**src/rtl/note_sequencer.sv**
```systemverilog
// Song playback sequencer: walks packed note/duration entries from a synchronous song ROM
// and drives the tone-mux note select S plus the note_on gate.
module note_sequencer #(
    parameter int TICKS_PER_BEAT = 6250000,
    parameter int ADDR_W         = 5
) (
    input  logic              clk,
    input  logic              reset,
    input  logic              start,
    input  logic              stop,
    input  logic              loop,
    output logic [ADDR_W-1:0] song_addr,
    input  logic [7:0]        song_data,
    output logic [4:0]        S,
    output logic              note_on,
    output logic              busy,
    output logic              done
);
    // state | meaning
    // IDLE  | stopped, S/note_on silent, address parked at 0
    // ADDR  | song_addr presented to the ROM
    // DATA  | song_data valid, entry decoded
    // HOLD  | note or rest sounding, counting beats
    typedef enum logic [1:0] {IDLE, ADDR, DATA, HOLD} state_t;

    localparam int TW = $clog2(TICKS_PER_BEAT);
    localparam logic [TW-1:0] TICK_LAST = TW'(TICKS_PER_BEAT - 1);
    localparam logic [4:0]    END_MARK  = 5'h1F;

    state_t        state;
    logic [TW-1:0] tick;
    logic [3:0]    beats;

    assign busy = (state != IDLE);

    always_ff @(posedge clk or posedge reset) begin
        if (reset) begin
            state     <= IDLE;
            song_addr <= '0;
            S         <= '0;
            note_on   <= 1'b0;
            done      <= 1'b0;
            tick      <= '0;
            beats     <= '0;
        end else begin
            done <= 1'b0;
            if (stop && state != IDLE) begin
                state     <= IDLE;
                song_addr <= '0;
                S         <= '0;
                note_on   <= 1'b0;
                tick      <= '0;
                beats     <= '0;
            end else if (start && !stop) begin
                // S/note_on keep the current note until the first entry is decoded
                state     <= ADDR;
                song_addr <= '0;
                tick      <= '0;
                beats     <= '0;
            end else begin
                case (state)
                    ADDR: state <= DATA;
                    DATA: begin
                        if (song_data[4:0] == END_MARK) begin
                            song_addr <= '0;
                            if (loop) begin
                                state <= ADDR;
                            end else begin
                                state   <= IDLE;
                                S       <= '0;
                                note_on <= 1'b0;
                                done    <= 1'b1;
                            end
                        end else begin
                            S       <= song_data[4:0];
                            note_on <= |song_data[4:0];
                            beats   <= {1'b0, song_data[7:5]} + 4'd1;
                            tick    <= '0;
                            state   <= HOLD;
                        end
                    end
                    HOLD: begin
                        if (tick == TICK_LAST) begin
                            tick  <= '0;
                            beats <= beats - 4'd1;
                            if (beats == 4'd1) begin
                                song_addr <= song_addr + ADDR_W'(1);
                                state     <= ADDR;
                            end
                        end else begin
                            tick <= tick + TW'(1);
                        end
                    end
                    default: ;
                endcase
            end
        end
    end
endmodule

```
**config.mk**
```make
export PLATFORM = sky130hd
export DESIGN_NAME = note_sequencer
export DESIGN_NICKNAME = d
export VERILOG_FILES = /design/src/rtl/note_sequencer.sv
export SDC_FILE = /design/constraint.sdc
export NUM_CORES = 1
export LEC_CHECK = 0
export ABC_AREA = 1
export ABC_CLOCK_PERIOD_IN_PS = 1760
export CORE_ASPECT_RATIO = 1.75
export CORE_UTILIZATION = 44
export DETAILED_ROUTE_END_ITERATION = 12
export GPL_ROUTABILITY_DRIVEN = 0
export GPL_TIMING_DRIVEN = 0
export PLACE_DENSITY = 0.73
export SYNTH_ARGS = -nofsm -noshare
export SYNTH_HDL_FRONTEND = slang
export SYNTH_SLANG_ARGS = --single-unit
export TNS_END_PERCENT = 10
```
**constraint.sdc**
```tcl
create_clock -name clk -period 1.76 [get_ports clk]
set_input_delay 0.264 -clock clk [delete_from_list [all_inputs] [get_ports clk]]
set_output_delay 0.264 -clock clk [all_outputs]
set_load 0.02 [all_outputs]
```
==> results.yml <==
finish:
  final_area_um2: 3161
  num-nets-final: 420
  area_growth_pct: 20.98
  drive_gt1_frac: 0.1390
  n_antenna_cell: 0
  layout.cells.non_filler: 479
worst_setup_path:
  critPathLaunchType: "flip-flop"
  critPathKind: "reg2reg"
  path_common_cell: "nand2_4"
  required_ns: 1.98
  arrival_ns: 1.91
  crit_buf_inv: 2
  slowest_stage: "dfrtp_2"
  cp_max_fo: 10
  reg2regPathDepth: 10
  cp_slowest_stage_delay_ns: 0.47
  cp_top_family: "simple AND/OR/NAND/NOR gates"
  path_depth: 10
  cp-end-kind: "flip-flop"
  path_cells: "nor2_4, nor2_8, nor2_4, nand2_4, nand2_4, inv_4, nand2_4, buf_8, nand2_1, a21oi_1"
timing:
  slew_violations: 0
  setup_viol: 0
  rsz0062_at_grt: "true"
  fin_crit_ns: 1.697
  slew_headroom: 0.4203
  fmax_ghz: 0.5892
  period_share: 0.9643
  worst_pin_slew_ns: 0.8683
  finalClockSkew_ns: 0.01289
  hold_ws_ns: 0.4535
  hold_viol: 0
logic_synthesis:
  yosysUniqueCellTypes: 35
  synth_cells: 366
  yosysTopAreaCellShare: 0.3927
  syn-cell-area_um2: 2613
  yosys_warnings: 0
  ys_top_cells_by_count: "nand2_1 (91), nor2_1 (57), inv_1 (49)"
  synth_top_flop_cell: "dfrtp_1"
  synth_edf_count: 0
  seq_area_frac_synth: 0.3927
  synth_area_leaders: "dfrtp_1 (39%), nand2_1 (13%), nor2_1 (8.2%)"
  syn_area_per_cell_um2: 7.138
  yosys.cell_count.top_type: "nand2_1"
  ys_ff_latch: 41
  synth_top_area_cell: "dfrtp_1"
  synthArstFlopShare: 1.000
  syn-num-nets: 384
worst_hold_path:
  min_path_type: "in2async"
placed_design:
  port_buffers: 25
  place_inst: 467
  dpl_cell_area_um2: 2958
  dp_hpwl_um: 4691
floorplanning:
  start_util: 0.4640
  die_y_um: 103.9
  ioPinCount: 26
  die_area_um2: 6262
  core_area_um2: 5630
  die_w_um: 60.25
  rows: 36
flow_run:
  drv_cap: 0
clocking:
  htree_levels: 2
  cts_hold_buffers: 0
  cts-root-buf: "clkbuf_8"
  cts_buffers: 5
  cts_sinks: 41
  clock_latency_ns: 0.30
  clk_pin_slew_ns: 0.09
  cts_tree: "built"
  clk_path_buf_depth: 2
routing:
  drc: 0
  wl_per_cell_um: 13.32
  first_iter_violations: 83
  dr.pass1.iters: 4
  avgViaCountPerCell: 5.186
  ant_nets: 0
  dr_total_vias: 2484
  wl_um: 6378
global_route:
  grt_busiest_layer: "met2"
  grt_overflow_total: 0
  grtUsageMet2: 0.3823
  grt_pass1_wl_um: 10410
  use_met3: 0.02861
  grt_max_degree: 42
  antenna_found_initial: 0
  grt_pass1_vias: 2444
  track_usage: 0.2153
  use_met1: 0.2289
power:
  peakVddDrop_uv: 859.3
  switching_power_uw: 1267
  netSwitchingFraction: 0.4092
  sequentialPowerShare: 0.383
  power.density_nw_per_um2: 980.0
  power_frac_comb: 0.413
  p_leak_uw: 0.001432
  clkPwrFrac: 0.204
  internal_power_uw: 1830
run_status:
  status: "completed"
final cells by class:
cell class / instances / area [um2]
fillers: 519 / 2470
multi-input cells: 268 / 1416
flip-flops and latches: 41 / 1032
repair buffers: 29 / 282.8
inverters: 53 / 203.9
well taps: 76 / 95.09
clock buffers: 6 / 72.57
plain buffers: 4 / 42.54
clock inverters: 2 / 15.01
state kept, by name (all words and copies together) (netlist names):
| signal | cells |
|---|---|
| tick | 23 |
| note_on | 1 |
| song_addr | 5 |
| S | 5 |
| beats | 4 |
| state | 2 |
| done | 1 |
metrics by stage:
| step | power (uW) | util | TNS [ns] | worst slack (ns) |
|---|---|---|---|---|
| CTS | 3056 | 0.5453 | -0.003459 | -0.002803 |
| global route | 3268 | 0.5613 | -0.1696 | -0.04204 |
| finish | 3097 | 0.5613 | 0 | 0.06281 |
| detailed placement | 2398 | 0.5253 | -7.657 | -0.2994 |
| global placement | 2375 | 0.5253 | -21.48 | -0.3522 |
| floorplan | 1991 | - | 0 | 0.2355 |
metal layers:
layer	vias to the layer above	wire (um)
met5	-	0
met4	0	199
met3	17	162
met2	46	3575
met1	1168	2441
li1	1253	-
worst reg2reg max path: stages, from the launching register on:
cell     delay [ns]
dfrtp_2        0.47
nor2_4         0.18
nor2_8         0.07
nor2_4         0.17
nand2_4        0.08
nand2_4        0.13
inv_4          0.07
nand2_4        0.12
buf_8          0.15
nand2_1        0.06
a21oi_1        0.12
cells by family after synthesis:
logic type	share of synthesized area
buffers and inverters	0.09195
AND/OR/NAND/NOR	0.3836
AO/OA/AOI/OAI	0.09099
XOR/XNOR	0.01676
flip-flops	0.3927
adder cells (fa/ha/maj)	0.02395
layout by cell type, fill, tap and decap left out, types with 2 or more instances in the layout:
cell              n
a21oi_1           5
a211oi_1          2
o22ai_1           2
buf_6             3
nor3_2            2
nor2_1           51
o21ai_0          15
o31ai_1           6
clkinvlp_4        2
nand4_1          11
nor2_4            5
nand3_1          31
nand3_2           5
inv_1            47
ha_1              4
nand2_4           5
dfrtp_1          36
nor2_2            7
nand2_2           2
xor2_1            4
nor3_1            8
clkbuf_8          5
o21ai_1           3
inv_4             2
buf_4             3
dfrtp_2           5
clkdlybuf4s50_1  24
inv_2             4
nand2_1          88
repair_timing:
| item | in CTS | in global routing |
|---|---|---|
| endpoints found under the hold margin | 0 | 0 |
| setup endpoints to repair | 21 | 28 |
| resized for setup | 6 | 23 |
| pin swaps | 2 | 7 |
| buffers inserted | 1 | 3 |
power by group through the flow:
stage                     sequential [uW]  combinational [uW]  clock, uW
final                                1190                1280        632
after global routing                 1200                1390        675
after CTS                            1190                1220        646
after detailed placement             1200                1200          0
after global placement               1200                1180          0
after floorplan                      1260                 726          0
worst paths after layout:
path | from | end | slack [ns]
max | state[0] | tick[11] | 0.06
min | reset | tick[0] | 0.45
max reg2reg | state[0] | tick[11] | 0.06
min reg2reg | note_on | note_on | 0.50
max in group asynchronous | reset | state[1] | 0.69
min in group clk | note_on | note_on | 0.50
(Power assumes the default switching activity.)
